<file path="config.mk">
export PLATFORM = sky130hd
export DESIGN_NAME = baud_tick_gen_prog
export DESIGN_NICKNAME = d
export VERILOG_FILES = /design/src/rtl/baud_pkg.sv /design/src/rtl/frac_phase_acc.sv /design/src/rtl/baud_tick_gen_prog.sv
export SDC_FILE = /design/constraint.sdc
export NUM_CORES = 1
export LEC_CHECK = 0
export ABC_AREA = 1
export CORE_ASPECT_RATIO = 0.5
export CORE_MARGIN = 2
export CORE_UTILIZATION = 53
export DETAILED_ROUTE_END_ITERATION = 7
export GPL_TIMING_DRIVEN = 0
export PLACE_DENSITY = 0.76
export SYNTH_ARGS = -nofsm -noshare
export SYNTH_HDL_FRONTEND = slang
export SYNTH_SLANG_ARGS = --single-unit
</file>
<file path="constraint.sdc">
create_clock -name clk -period 2.04 [get_ports clk]
set_input_delay 0.204 -clock clk [delete_from_list [all_inputs] [get_ports clk]]
set_output_delay 0.204 -clock clk [all_outputs]
set_load 0.01 [all_outputs]
</file>
<file path="src/rtl/baud_pkg.sv">
// Shared definitions for the programmable baud tick generator.
//   calc_inc  : reset-time phase increment, round(baud*os*2^acc_w / clk_freq),
//               evaluated in 64-bit arithmetic at elaboration time.
//   ph_width  : phase counter width, max(1, $clog2(os)); users declare
//               typedef logic [ph_width(OS)-1:0] phase_t locally.
//   mode_e    : per-cycle control decode (enable > sync > count).
package baud_pkg;

  typedef enum logic [1:0] {
    MODE_IDLE  = 2'd0,
    MODE_SYNC  = 2'd1,
    MODE_COUNT = 2'd2
  } mode_e;

  function automatic int ph_width(input int os);
    return (os > 2) ? $clog2(os) : 1;
  endfunction

  function automatic logic [63:0] calc_inc(input logic [63:0] clk_freq,
                                           input logic [63:0] baud,
                                           input logic [63:0] os,
                                           input int          acc_w);
    logic [63:0] num;
    num = baud * os * (64'd1 << acc_w);
    return (num + (clk_freq >> 1)) / clk_freq;
  endfunction

endpackage

</file>
<file path="src/rtl/frac_phase_acc.sv">
// Fractional phase accumulator.
//   clk, rst  : clock, asynchronous active-high reset
//   clr_i     : clear the accumulator instead of advancing it
//   inc_i     : ACC_W-bit phase increment
//   carry_o   : carry out of acc + inc for the current cycle (combinational)
// The sum is one bit wider than the accumulator so a carry is never lost.
module frac_phase_acc #(
  parameter int ACC_W = 16
) (
  input  logic             clk,
  input  logic             rst,
  input  logic             clr_i,
  input  logic [ACC_W-1:0] inc_i,
  output logic             carry_o
);

  logic [ACC_W-1:0] acc_q;
  logic [ACC_W-1:0] acc_d;
  logic [ACC_W:0]   sum;

  always_comb begin
    sum     = {1'b0, acc_q} + {1'b0, inc_i};
    carry_o = sum[ACC_W];
    acc_d   = clr_i ? '0 : sum[ACC_W-1:0];
  end

  always_ff @(posedge clk or posedge rst) begin
    if (rst) acc_q <= '0;
    else     acc_q <= acc_d;
  end

endmodule

</file>
<file path="src/rtl/baud_tick_gen_prog.sv">
// Runtime-programmable fractional baud tick generator.
//   clk, rst   : clock, asynchronous active-high reset
//   enable     : run generator; low clears phase and ticks
//   inc_wr     : load inc_in into the increment register (any non-reset cycle)
//   inc_in     : new increment, tick rate = CLK_FREQ*inc/2^ACC_W
//   sync       : restart phase at mid-bit (receiver start-bit lock)
//   os_tick    : registered one-cycle oversample tick
//   bit_tick   : registered one-cycle bit tick, every OVERSAMPLING os_ticks
//   half_tick  : registered mid-bit tick when BAUD_GEN_HALF_TICK_EN is defined,
//                constant 0 otherwise
//   inc_q      : current increment, for readback
// Optional feature macro: BAUD_GEN_HALF_TICK_EN
module baud_tick_gen_prog
  import baud_pkg::*;
#(
  parameter int CLK_FREQ     = 12000000,
  parameter int BAUD         = 115200,
  parameter int OVERSAMPLING = 16,
  parameter int ACC_W        = 16
) (
  input  logic             clk,
  input  logic             rst,
  input  logic             enable,
  input  logic             inc_wr,
  input  logic [ACC_W-1:0] inc_in,
  input  logic             sync,
  output logic             os_tick,
  output logic             bit_tick,
  output logic             half_tick,
  output logic [ACC_W-1:0] inc_q
);

  localparam int PH_W = ph_width(OVERSAMPLING);
  typedef logic [PH_W-1:0] phase_t;

  localparam logic [ACC_W-1:0] DEFAULT_INC =
    ACC_W'(calc_inc(64'(CLK_FREQ), 64'(BAUD), 64'(OVERSAMPLING), ACC_W));
  localparam phase_t PH_LAST = phase_t'(OVERSAMPLING - 1);
  // Mid-bit restart point; with one os_tick per bit the phase stays at 0.
  localparam phase_t PH_SYNC =
    phase_t'((OVERSAMPLING - OVERSAMPLING / 2) % OVERSAMPLING);

  mode_e            mode;
  logic             carry;
  logic [ACC_W-1:0] inc_d;
  phase_t           phase_q, phase_d;
  logic             os_q, os_d;
  logic             bit_q, bit_d;

  always_comb begin
    if (!enable)   mode = MODE_IDLE;
    else if (sync) mode = MODE_SYNC;
    else           mode = MODE_COUNT;
  end

  // ---- stage p0: phase accumulation ----
  frac_phase_acc #(
    .ACC_W (ACC_W)
  ) u_acc (
    .clk     (clk),
    .rst     (rst),
    .clr_i   (mode != MODE_COUNT),
    .inc_i   (inc_q),
    .carry_o (carry)
  );

  always_comb begin
    inc_d   = inc_wr ? inc_in : inc_q;
    phase_d = phase_q;
    os_d    = 1'b0;
    bit_d   = 1'b0;
    unique case (mode)
      MODE_IDLE: phase_d = '0;
      MODE_SYNC: phase_d = PH_SYNC;
      default: begin
        os_d  = carry;
        bit_d = carry && (phase_q == PH_LAST);
        if (carry) phase_d = (phase_q == PH_LAST) ? '0 : phase_q + phase_t'(1);
      end
    endcase
  end

  // ---- stage p1: registered ticks ----
  always_ff @(posedge clk or posedge rst) begin
    if (rst) begin
      inc_q   <= DEFAULT_INC;
      phase_q <= '0;
      os_q    <= 1'b0;
      bit_q   <= 1'b0;
    end else begin
      inc_q   <= inc_d;
      phase_q <= phase_d;
      os_q    <= os_d;
      bit_q   <= bit_d;
    end
  end

  assign os_tick  = os_q;
  assign bit_tick = bit_q;

`ifdef BAUD_GEN_HALF_TICK_EN
  // With one os_tick per bit the mid-bit strobe collapses onto bit_tick.
  localparam phase_t PH_HALF =
    (OVERSAMPLING == 1) ? '0 : phase_t'(OVERSAMPLING / 2 - 1);

  logic half_q, half_d;

  always_comb begin
    half_d = (mode == MODE_COUNT) && carry && (phase_q == PH_HALF);
  end

  always_ff @(posedge clk or posedge rst) begin
    if (rst) half_q <= 1'b0;
    else     half_q <= half_d;
  end

  assign half_tick = half_q;
`else
  assign half_tick = 1'b0;
`endif

endmodule

</file>
==> results of run 1 <==
worst paths after layout:
path	cells after the start	slack [ns]	to
worst max-delay path	12	0.16	u_acc.acc_q[12]
worst min-delay path	2	0.32	inc_q[10]
worst max register to register	12	0.16	u_acc.acc_q[12]
worst min register to register	1	0.54	inc_q[15]
max in group asynchronous	2	1.16	u_acc.acc_q[12]
min in group asynchronous	2	0.38	phase_q[2]
cell families after synthesis:
logic type / Yosys count / share of synthesized area [%]
AOI/OAI and AO/OA: 25 / 5.85
xor gates and xnor gates: 3 / 1.09
adders and majority gates: 18 / 9.63
buffers and inverters: 61 / 9.94
DFF: 38 / 39.7
muxes: 15 / 6.99
other: 1 / 0.155
and+or+nand+nor: 146 / 26.6
report_power, final:
group	internal, mW	total [mW]	switching (mW)
clock network	0.276	0.534	0.258
registers	0.830	0.870	0.0396
logic	0.272	0.637	0.366
total	1.38	2.04	0.664
state kept, by name (all words and copies together) (netlist names):
signal       flops
inc_q           16
u_acc.acc_q     16
phase_q          4
bit_tick         1
os_tick          1
layer usage:
metal | GRT usage (%) | up-vias
met3 | 4.70 | 2
met2 | 33.9 | 41
met5 | 0 | -
met1 | 27.3 | 943
li1 | - | 1046
met4 | 4.34 | 0
per-stage QoR:
step	instance area, um2	hold slack (ns)	utilization (%)
finish	2950	0.323	67.4
global route	2950	0.355	67.4
CTS	2950	0.329	67.3
detailed placement	2860	0.532	65.2
global placement	2860	0.523	65.2
floorplan	2420	0.319	-
final cells by class:
type / instances / area, um2
Timing Repair Buffer: 37 / 370
Sequential cell: 38 / 960
Inverter: 56 / 210
Tap cell: 57 / 71.3
Multi-Input combinational cell: 208 / 1220
Clock buffer: 8 / 90.1
Fill cell: 377 / 1430
Buffer: 5 / 30.0
repair_timing:
action                                  CTS  global route
buffers inserted                          0             0
endpoints found under the setup margin    0             1
resized for setup                         0             2
endpoints found under the hold margin     0             0
cells in the final DEF, fill, tap and decap left out, types with 2 or more instances in the layout:
master	netlist	layout
and2_1	2	2
nor2_1	21	21
dfrtp_1	31	31
nand2_1	88	88
o21ai_0	6	6
xor2_1	2	2
mux2_2	15	15
a21oi_1	16	16
clkbuf_1	0	2
inv_1	54	52
nand4_1	5	5
nor3_1	2	2
clkdlybuf4s50_1	0	37
buf_4	2	2
buf_2	3	3
ha_1	17	17
inv_2	2	4
clkbuf_8	0	6
nand3_1	13	12
dfstp_2	7	7
nand2_2	7	7
==> results.txt, run 1 <==
Largest cells by area after synthesis = dfrtp_1 32%, nand2_1 14%, ha_1 8.8%
Core Rows = 17
Post-Syn Area = 0.00242 mm2
CP startpoint = inc_q[1]
Setup ws final = 0.158 ns
Post-Synthesis Cells = 307
Starting Density = 55.1%
CP max FO = 4
Worst EP arrival = 2.05 ns
Total Power = 2.04 mW
Gpl congestion = 0.858
Leak = 1.62 nW
Run status = finished clean
Peak supply drop = 0.448 mV
Hold Fails Final Rpt = 0
MaxCap Viol Count = 0
Top-count cell post-synth = nand2_1
Worst Max-Slew Pin Slew = 0.775 ns
Sequential-to-total area share from yosys stat = 39.7%
Boundary Pins = 40
Top_reg_cell synth = dfrtp_1
RSZ-0062 raised after global routing = false
Post-Route WL = 4640 um
Syn nets = 346
Met2 wire len = 2050 um
Die X = 99.5 um
Slowest stage cell, crit path = dfstp_2
Final Critical Period = 1.88 ns
Post-layout net count = 390
Core area = 0.00438 mm2
Peak Freq = 0.531 GHz
Post-synth top area share = 32.1%
Ant. Diodes = 0
R2R Path Start = inc_q[1]
Asr flop ratio synth = 100%
Ordered list of cells on the worst path = inv_1, fa_1, inv_2, nand2_1, nand2_1, nand3_2, nand2_2, nand2_1, nand2_1, nand2_1, inv_1, nor2_1
Die Ht = 51.7 um
Clock Pin Slew Worst Setup and Hold Paths = 0.08 ns
DR vias = 2,032
Total GRT Usage = 20.3%
Placed cells = 401
Root Buffer Master = clkbuf_8
Crit path max-delay family = simple AND/OR/NAND/NOR gates
Clock sink total = 38
Distinct cells, synth = 32
Slew HR = 48.2%
Skew-Pair Late Insertion Delay = 0.28 ns
Commonest cells post-synth = 88 x nand2_1, 54 x inv_1, 31 x dfrtp_1, 21 x nor2_1, 17 x ha_1
Vias in the first global route = 1,907
H-tree Lvls = 2
Global-route wire length before repair = 8200 um
FF+latch count, synth = 38
Antenna violations before repair = 0
Setup-failing EPs final = 0
Syn_area_per_cell = 7.87 um2
Hold_sp = inc_wr
DR top layer = met4
Pwr Density = 691 mW/mm2
Hold buffer count at cts = 0
Fin crit share = 92.3%
Critical path's largest stage delay = 0.55 ns
Post-DR wirelength/cell = 11.4 um
Worst setup EP type = register
Syn-to-layout area delta = 22.2%
Met1 wire length = 2290 um
Worst path bufs/invs = 3
Final Max Slew Viols = 0
Data required, critical path = 2.21 ns
Port bufs = 37
Share of cells above drive strength 1 = 14.8%
Synthesis warning total = 0
Setup TNS = 0 ns
Post-DR vias/cell = 4.97
Die ar. = 0.00515 mm2
CP Class = reg2reg
Gr ovfl total = 0
Largest net degree at the start of global routing = 39
Met3 WL = 283 um
Worst clock skew = 0.00952 ns
Number of flops mapped to enable cells by yosys = 0
Max clock buf depth = 2
Clock buffer count from CTS = 5
Worst setup SP type = register
Initial DRC count = 73
DP Wirelength = 3600 um
Leading area contributor after synthesis = dfrtp_1
Post-DRT Antenna Nets = 0
Worst path most repeated cell = nand2_1
DP Worst Slack = 0.144 ns
CTS tree = yes
Drt pass-1 iters = 4
Hold Crit Class = in2reg
Finished Layout Cells = 409
Residual DRC = 0
Power figures use the tool's default switching activity.
==> run 2, diff against run 1 <==
- ABC_CLOCK_PERIOD_IN_PS: not set -> 2040
==> results of run 2 <==
Same layout as run 1: the final DEF is identical, and so are final timing and power.
==> run 3, diff against run 2 <==
- RECOVER_POWER: not set -> 50
==> run 3 against run 2 <==
Die area is the same; combinational power about the same; worst hold slack gained 0.12 ns; critical path depth unchanged; via count shrank 0.15%; sequential power about the same; wire length up 0.13%; global-route usage did not move; final area hardly changed; fmax about the same; critical path type unchanged; largest cell class unchanged.
==> results.txt, run 3 (same netlist as run 1, synthesis figures left out) <==
Cells on worst reg2reg path = 12 (unchanged)
Core area = 0.00438 mm2 (unchanged)
Finished Layout Cells = 409 (unchanged)
Total GRT Usage = 20.3% (unchanged)
Hold Crit Class = in2reg (unchanged)
Root Buffer Master = clkbuf_8 (unchanged)
Hold Fails Final Rpt = 0 (unchanged)
Buffer count from post-CTS setup fixing = 0 (unchanged)
Antenna violations before repair = 0 (unchanged)
Worst setup EP type = register (unchanged)
Initial DRC count = 73 (unchanged)
Final Max Slew Viols = 0 (unchanged)
Largest registers = inc_q (16), u_acc.acc_q (16), phase_q (4) (unchanged)
Hold depth = 3 (was 2)
CP max FO = 4 (unchanged)
GR Util met1 = 27.3% (unchanged)
Post-Route WL = 4650 um (was 4640 um)
Seq pwr share = 42.6% (about the same)
Clk pwr share = 26.2% (about the same)
Setup-failing EPs final = 0 (unchanged)
Residual DRC = 0 (unchanged)
Slew HR = 5.58% (was 48.2%)
Total Power = 2.04 mW (about the same)
Met2 usage = 33.9% (unchanged)
CP startpoint = inc_q[1] (unchanged)
Clock buffer count from CTS = 5 (unchanged)
Drt pass-1 iters = 4 (unchanged)
Worst setup SP type = register (unchanged)
Largest net degree at the start of global routing = 39 (unchanged)
Fin area = 0.00295 mm2 (about the same)
Setup TNS = 0 ns (unchanged)
Fin crit share = 92.3% (about the same)
Post-DR wirelength/cell = 11.4 um (about the same)
Post-layout net count = 390 (unchanged)
Starting Density = 55.1% (unchanged)
Post-DRT Antenna Nets = 0 (unchanged)
Gpl congestion = 0.858 (unchanged)
Hold_sp = inc_in[1] (was inc_wr)
Final Critical Period = 1.88 ns (about the same)
Run status = finished clean (unchanged)
Global-route wire length before repair = 8200 um (unchanged)
Post-DR vias/cell = 4.96 (was 4.97)
Syn-to-layout area delta = 22.1% (was 22.2%)
Gr ovfl total = 0 (unchanged)
Die Ht = 51.7 um (unchanged)
Commonest cells after routing, fill and taps aside = 88 x nand2_1, 53 x inv_1, 35 x clkdlybuf4s50_1 (was 88 x nand2_1, 52 x inv_1, 37 x clkdlybuf4s50_1)
Met3 usage = 4.70% (unchanged)
R2R Path Start = inc_q[1] (unchanged)
Logic pwr share = 31.2% (about the same)
Share of cells above drive strength 1 = 13.1% (was 14.8%)
Core Rows = 17 (unchanged)
Worst clock skew = 0.00945 ns (was 0.00952 ns)
Die ar. = 0.00515 mm2 (unchanged)
Ant. Diodes = 0 (unchanged)
Boundary Pins = 40 (unchanged)
P_int = 1.37 mW (was 1.38 mW)
Commonest non-fill, non-tap cell in the layout = nand2_1 (unchanged)
Pwr Density = 691 mW/mm2 (about the same)
Switching share of power = 32.6% (was 32.5%)
Peak Freq = 0.531 GHz (about the same)
Clock Pin Slew Worst Setup and Hold Paths = 0.08 ns (about the same)
Skew-Pair Late Insertion Delay = 0.28 ns (about the same)
Sw Pwr = 0.664 mW (about the same)
DR vias = 2,029 (was 2,032)
Worst Max-Slew Pin Slew = 1.41 ns (was 0.775 ns)
Data required, critical path = 2.21 ns (about the same)
GRT busiest layer = met2 (unchanged)
RSZ-0062 raised after global routing = false (unchanged)
Leak = 1.61 nW (was 1.62 nW)
Clock sink total = 38 (unchanged)
H-tree Lvls = 2 (unchanged)
Placed cell areas = 0.00286 mm2 (unchanged)
Worst EP arrival = 2.05 ns (about the same)
Vias in the first global route = 1,907 (unchanged)
Die X = 99.5 um (unchanged)
CP Class = reg2reg (unchanged)
Post-CTS sizing = 0 (unchanged)
Port bufs = 37 (unchanged)
Placed cells = 401 (unchanged)
MaxCap Viol Count = 0 (unchanged)
CTS tree = yes (unchanged)
Peak supply drop = 0.448 mV (about the same)
Max clock buf depth = 2 (unchanged)
Hold buffer count at cts = 0 (unchanged)
DP Wirelength = 3600 um (unchanged)
[run 3: cell count changes in the layout (fill, tap and decap cells not counted), sizes merged]
cell	change
buf	-2
clkbuf	+2
clkdlybuf4s50	-2
dlygate4sd3	+2
[run 3: final timing paths]
check                             endpoint  slack (ns)
max                        u_acc.acc_q[12]        0.16
min                               inc_q[1]        0.44
max reg2reg                u_acc.acc_q[12]        0.16
min reg2reg                      inc_q[15]        0.54
max in group asynchronous  u_acc.acc_q[12]        0.43
min in group asynchronous       phase_q[2]        0.77
[run 3: through the flow]
step,hold WS [ns],setup WS (ns),util (%)
2_1_floorplan,0.319,0.296,-
3_3_place_gp,0.523,0.142,65.2
3_5_place_dp,0.532,0.144,65.2
4_1_cts,0.329,0.125,67.3
5_1_grt,0.458,0.0196,67.3
6_report,0.443,0.158,67.3
[run 3: final cells by class]
class                      count  area [um2]
fill                         376        1430
multi-input combinational    208        1220
sequential                    38         960
timing repair buffer          37         370
inverter                      56         210
clock buffer                   8        90.1
tap                           57        71.3
buffer                         5        27.5
[run 3: critical path, stage by stage, from the launching register on]
cell     delay (ns)
dfstp_2        0.55
inv_1          0.07
fa_1           0.43
inv_2          0.08
nand2_1        0.05
nand2_1        0.08
nand3_2        0.09
nand2_2        0.13
nand2_1        0.09
nand2_1        0.07
nand2_1        0.04
inv_1          0.05
nor2_1         0.04
[run 3: metal layers]
metal  vias to the layer above  share of wire (%)
met4                         0               0.58
met3                         2                5.9
met2                        40                 44
li1                       1046                  -
met1                       941                 49
met5                         -                  0
[run 3: power by group through the flow]
stage / logic (mW) / registers (mW) / clock network (mW)
finish: 0.636 / 0.868 / 0.534
global route: 0.721 / 0.879 / 0.583
CTS: 0.636 / 0.871 / 0.549
detailed placement: 0.631 / 0.885 / 0
global placement: 0.617 / 0.881 / 0
floorplan: 0.424 / 0.894 / 0
